### src/rtl/pc_fetch_unit_pkg.sv
// Shared types and constants for the IF-stage program-counter unit.
// Holds the FSM state encoding, the redirect-source tags and the PC step/reset defaults.
package pc_fetch_unit_pkg;

    typedef enum logic [1:0] {
        ST_BOOT  = 2'd0,
        ST_RUN   = 2'd1,
        ST_REDIR = 2'd2
    } state_e;

    typedef enum logic [1:0] {
        SRC_NONE   = 2'd0,
        SRC_JUMP   = 2'd1,
        SRC_BRANCH = 2'd2
    } src_e;

    localparam int unsigned PC_INC           = 4;
    localparam logic [31:0] RESET_PC_DEFAULT = 32'h0000_0000;

    function automatic logic is_misaligned(input logic [1:0] lsb);
        return lsb != 2'b00;
    endfunction

endpackage

### src/rtl/pc_redirect_arb.sv
// Redirect arbiter: picks branch over jump and parks one redirect while the pipe is stalled.
// A live input redirect in the first unstalled cycle wins over the parked one, which is then discarded.
module pc_redirect_arb
    import pc_fetch_unit_pkg::*;
#(
    parameter int PC_WIDTH = 32
) (
    input  logic                clk,
    input  logic                reset,
    input  logic                stall_i,
    input  logic                jump_valid_i,
    input  logic [PC_WIDTH-1:0] jump_target_i,
    input  logic                branch_valid_i,
    input  logic [PC_WIDTH-1:0] branch_target_i,
    output logic                redir_valid_o,
    output logic [PC_WIDTH-1:0] redir_target_o,
    output src_e                redir_src_o
);

    logic                pend_valid_q;
    src_e                pend_src_q;
    logic [PC_WIDTH-1:0] pend_target_q;
    logic                take_branch;
    logic                take_jump;

    // A jump never displaces a parked branch: the branch belongs to the older instruction.
    assign take_branch = stall_i && branch_valid_i;
    assign take_jump   = stall_i && jump_valid_i && !branch_valid_i &&
                         !(pend_valid_q && (pend_src_q == SRC_BRANCH));

    // NOTE: every output gets a default before the if-chain so no latch is inferred.
    always_comb begin
        redir_valid_o  = 1'b0;
        redir_target_o = branch_target_i;
        redir_src_o    = SRC_NONE;
        if (!stall_i) begin
            if (branch_valid_i) begin
                redir_valid_o  = 1'b1;
                redir_target_o = branch_target_i;
                redir_src_o    = SRC_BRANCH;
            end else if (jump_valid_i) begin
                redir_valid_o  = 1'b1;
                redir_target_o = jump_target_i;
                redir_src_o    = SRC_JUMP;
            end else if (pend_valid_q) begin
                redir_valid_o  = 1'b1;
                redir_target_o = pend_target_q;
                redir_src_o    = pend_src_q;
            end
        end
    end

    always_ff @(posedge clk) begin
        if (reset) begin
            pend_valid_q <= 1'b0;
            pend_src_q   <= SRC_NONE;
        end else if (!stall_i) begin
            pend_valid_q <= 1'b0;
            pend_src_q   <= SRC_NONE;
        end else if (take_branch) begin
            pend_valid_q <= 1'b1;
            pend_src_q   <= SRC_BRANCH;
        end else if (take_jump) begin
            pend_valid_q <= 1'b1;
            pend_src_q   <= SRC_JUMP;
        end
    end

    // NOTE: the parked target is plain datapath qualified by pend_valid_q, so it carries no reset.
    always_ff @(posedge clk) begin
        if (take_branch) begin
            pend_target_q <= branch_target_i;
        end else if (take_jump) begin
            pend_target_q <= jump_target_i;
        end
    end

endmodule

### src/rtl/pc_fetch_unit.sv
// IF-stage PC owner: sequences the fetch PC through BOOT/RUN/REDIR and applies jump/branch redirects.
// Build macro DELAY_SLOT_EN: when defined, jumps keep their delay slot (no flush, no REDIR bubble).
module pc_fetch_unit
    import pc_fetch_unit_pkg::*;
#(
    parameter int                  PC_WIDTH = 32,
    parameter logic [PC_WIDTH-1:0] RESET_PC = PC_WIDTH'(RESET_PC_DEFAULT),
    parameter int                  IMEM_AW  = 10
) (
    input  logic                clk,
    input  logic                reset,
    input  logic                inStall,
    input  logic                inJumpValid,
    input  logic [PC_WIDTH-1:0] inJumpTarget,
    input  logic                inBranchValid,
    input  logic [PC_WIDTH-1:0] inBranchTarget,
    output logic [PC_WIDTH-1:0] outPc,
    output logic [PC_WIDTH-1:0] outPostPc,
    output logic [IMEM_AW-1:0]  outImemAddr,
    output logic                outFetchValid,
    output logic                outFlushIFID,
    output logic                outMisaligned
);

`ifdef DELAY_SLOT_EN
    localparam bit DELAY_SLOT = 1'b1;
`else
    localparam bit DELAY_SLOT = 1'b0;
`endif

    state_e              state_q;
    logic [PC_WIDTH-1:0] pc_q;
    logic                misaligned_q;

    logic                redir_valid;
    logic [PC_WIDTH-1:0] redir_target;
    src_e                redir_src;
    logic [PC_WIDTH-1:0] post_pc;
    logic [PC_WIDTH-1:0] applied_target;
    logic                flush_now;

    pc_redirect_arb #(
        .PC_WIDTH (PC_WIDTH)
    ) u_arb (
        .clk             (clk),
        .reset           (reset),
        .stall_i         (inStall),
        .jump_valid_i    (inJumpValid),
        .jump_target_i   (inJumpTarget),
        .branch_valid_i  (inBranchValid),
        .branch_target_i (inBranchTarget),
        .redir_valid_o   (redir_valid),
        .redir_target_o  (redir_target),
        .redir_src_o     (redir_src)
    );

    assign post_pc        = pc_q + PC_WIDTH'(PC_INC);
    assign applied_target = {redir_target[PC_WIDTH-1:2], 2'b00};
    // With a delay slot the instruction behind a jump is architecturally live, so only branches squash.
    assign flush_now      = redir_valid && !(DELAY_SLOT && (redir_src == SRC_JUMP));

    always_ff @(posedge clk) begin
        if (reset) begin
            state_q      <= ST_BOOT;
            pc_q         <= RESET_PC;
            misaligned_q <= 1'b0;
        end else begin
            misaligned_q <= 1'b0;
            if (!inStall) begin
                if (redir_valid) begin
                    pc_q         <= applied_target;
                    misaligned_q <= is_misaligned(redir_target[1:0]);
                    state_q      <= flush_now ? ST_REDIR : ST_RUN;
                end else begin
                    case (state_q)
                        ST_BOOT:  state_q <= ST_RUN;
                        ST_RUN:   pc_q    <= post_pc;
                        ST_REDIR: begin
                            pc_q    <= post_pc;
                            state_q <= ST_RUN;
                        end
                        default:  state_q <= ST_BOOT;
                    endcase
                end
            end
        end
    end

    assign outPc         = pc_q;
    assign outPostPc     = post_pc;
    assign outImemAddr   = pc_q[IMEM_AW+1:2];
    assign outFlushIFID  = (state_q != ST_RUN) || flush_now;
    assign outFetchValid = (state_q == ST_RUN) && !inStall && !flush_now;
    assign outMisaligned = misaligned_q;

endmodule
### config.mk
export PLATFORM = sky130hd
export DESIGN_NAME = pc_fetch_unit
export DESIGN_NICKNAME = d
export VERILOG_FILES = /design/src/rtl/pc_fetch_unit_pkg.sv /design/src/rtl/pc_redirect_arb.sv /design/src/rtl/pc_fetch_unit.sv
export SDC_FILE = /design/constraint.sdc
export NUM_CORES = 1
export LEC_CHECK = 0
export BUFFER_PORTS_ARGS = -buffer_cell sky130_fd_sc_hd__buf_2
export CORE_MARGIN = 1.5
export CORE_UTILIZATION = 40
export CTS_BUF_LIST = sky130_fd_sc_hd__clkbuf_4
export CTS_CLUSTER_DIAMETER = 120
export DETAILED_ROUTE_END_ITERATION = 12
export PLACE_DENSITY = 0.69
export SETUP_SLACK_MARGIN = 0.4
export SYNTH_ARGS = -nofsm -noshare
export SYNTH_HDL_FRONTEND = slang
export SYNTH_HIERARCHICAL = 1
export SYNTH_SLANG_ARGS = --single-unit
### constraint.sdc
create_clock -name clk -period 2.9 [get_ports clk]
set_input_delay 0.29 -clock clk [delete_from_list [all_inputs] [get_ports clk]]
set_output_delay 0.29 -clock clk [all_outputs]
set_load 0.02 [all_outputs]
==> impl_metrics.json <==
{
  "run_status": "finished, final reports clean",
  "root_buffer": "clkbuf_4",
  "min_path_type": "in2reg",
  "avgRoutedWirePerCell_microns": 19.4,
  "start_kind": "flop",
  "die_w_microns": 112,
  "top_layer": "met4",
  "combPwrFrac": 0.252,
  "post_dp_cell_area_sq_um": 5470,
  "dieHeight_microns": 112,
  "cp.arrival_ps": 2070,
  "rows": 39,
  "place_ws_ps": 582,
  "coreArea_sq_um": 11500,
  "hpwl_microns": 10900,
  "drcViolationCount": 0,
  "slew_headroom": 0.307,
  "wl_met1_microns": 6410,
  "ys_warn_count": 6,
  "finalSetupViolations": 0,
  "fillCellCount": 1113,
  "netlist_instances": 513,
  "cts_num_sinks": 68,
  "grt_pass1_wl_microns": 24000,
  "critical_path_class": "reg2out",
  "grt_util_all_layers": 0.239,
  "max_freq_mhz": 424,
  "vias_per_cell": 5.98,
  "p_per_area_nw_per_um2": 428,
  "finalCritPeriodShare": 0.813,
  "drt_first_pass_iters": 7,
  "clockBufferDepth": 2,
  "power.share.switching": 0.324,
  "rsz0062_at_grt": "no",
  "route.met2.wl_microns": 7370,
  "cts.clk_slew.worst_paths_ps": 120,
  "p_leak_nw": 2.46,
  "hold_viol_final": 0,
  "vdd_ir_drop_max_uv": 181,
  "grt_max_degree": 43,
  "stdcell_area_sq_um": 5850,
  "tritoncts": "done",
  "clkPwrFrac": 0.287,
  "totalWireLength_microns": 15200,
  "cts_buffers": 9,
  "maxCapViolCount": 0,
  "slew_viol_final": 0,
  "antenna_left": 0,
  "period_needed_ps": 2360,
  "drive_gt1_frac": 0.402,
  "vias": 4695,
  "skew_ps": 16.1,
  "cts_htree_levels": 3,
  "grt_pass1_vias": 4513,
  "utilization": 0.508,
  "cp_num_buf_inv": 2,
  "setup-tns-final_ps": 0,
  "crit_chain": "nand4_1 > buf_4 > nor3_2 > nand3_1 > xnor2_1 > buf_2",
  "intPower_mw": 1.69,
  "endpoint_kind": "output port",
  "io_buffers": 141,
  "crit_family": "simple AND/OR/NAND/NOR gates",
  "areaGrowthSynthToFinish_pct": 22.6,
  "cp_data_required_time_ps": 2610,
  "antenna_found_initial": 2,
  "cp_max_fo": 11,
  "synth_area_sq_um": 4780,
  "slowest_stage": "dfxtp_4",
  "drt_iter0_markers": 382,
  "multi_input_area_sq_um": 2790,
  "power_switching_uw": 812,
  "dr_wl_met3_microns": 1100,
  "setup_ws_ps": 543,
  "place_congestion": 0.922,
  "dieArea_sq_um": 12600,
  "slowest_delay_ps": 430,
  "clock_latency_ps": 420,
  "ff_latch_area_sq_um": 1740,
  "seqPwrFrac": 0.461,
  "worst_pin_slew_ps": 1040,
  "grt-ovfl-total": 0,
  "fin_nets": 707,
  "start_util": 0.415,
  "syn_area_per_cell_sq_um": 9.31,
  "holdBufCountCts": 0,
  "pin_count": 146
}
## power groups by stage
stage | combinational (mW) | clock, mW | sequential (mW)
floorplan | 0.409 | 0 | 1.17
global placement | 0.609 | 0 | 1.17
detailed placement | 0.617 | 0 | 1.17
CTS | 0.621 | 0.733 | 1.15
global route | 0.677 | 0.759 | 1.16
finish | 0.632 | 0.718 | 1.15
## metrics by stage
step,hold slack [ps],power [mW],cells
detailed placement,488,1.79,755
finish,147,2.50,785
floorplan,369,1.58,516
global placement,463,1.78,755
CTS,112,2.51,776
global route,129,2.60,785
## cell usage in the layout (no fill, tap or decap), types with 4 or more instances in the layout
cell         n
buf_2      140
a22oi_1     40
edfxtp_1    32
o2bb2ai_1   31
nand2_1     30
mux2_4      30
nor2_1      28
buf_4       28
a21oi_1     23
o21ai_0     19
nand3_1     17
xnor2_1     16
dfxtp_1     16
nand4_1     13
xor2_1      13
dfxtp_4     13
nor3_1      12
clkbuf_4    10
inv_1        7
dfxtp_2      7
and3_1       6
mux2i_1      6
a31oi_1      6
clkinv_1     5
a32o_1       5
and4_1       4
nor3_2       4
nor2_2       4
a211oi_1     4
o22ai_1      4
o211ai_1     4
conb_1       4
## sequential cells by signal, indices dropped and copies added (netlist names)
| register | count |
|---|---|
| u_arb/pend_target_q | 32 |
| outPc | 30 |
| state_q | 2 |
| u_arb/pend_src_q | 2 |
| outMisaligned | 1 |
| u_arb/pend_valid_q | 1 |
## per-layer routing
| layer | vias to the layer above | GRT usage |
|---|---|---|
| li1 | 2192 | - |
| met5 | - | 0 |
| met1 | 2247 | 0.303 |
| met3 | 24 | 0.0535 |
| met2 | 232 | 0.407 |
| met4 | 0 | 0.0717 |
## timing repair
action	CTS	global route
resized for setup	29	23
setup endpoints to repair	20	12
buffers inserted	5	8
pin swaps	6	4
## final timing paths
path	endpoint	startpoint	depth (start not counted)	slack (ps)
setup / recovery	outPostPc[16]	outPc[4]	6	540
hold / removal	u_arb/pend_src_q[0]	inBranchValid	2	150
setup reg to reg	outPc[13]	u_arb/pend_valid_q	6	670
hold reg to reg	state_q[1]	state_q[1]	2	500
## worst register-to-register path: stages (launching register included)
cell and delay [ps]:
dfxtp_1 390, o21ai_2 840, buf_4 330, o2bb2ai_1 160, and3_1 180, a21oi_1 40, a31oi_1 200
## layout make-up
class | count | area share
flip-flops and latches | 68 | 0.297
diodes | 1 | 0.000428
clock inverters | 6 | 0.0135
well taps | 143 | 0.0306
multi-input cells | 378 | 0.477
inverters | 9 | 0.00577
repair buffers | 170 | 0.162
clock buffers | 10 | 0.0128
No activity file was read; power rests on OpenSTA's default activity.
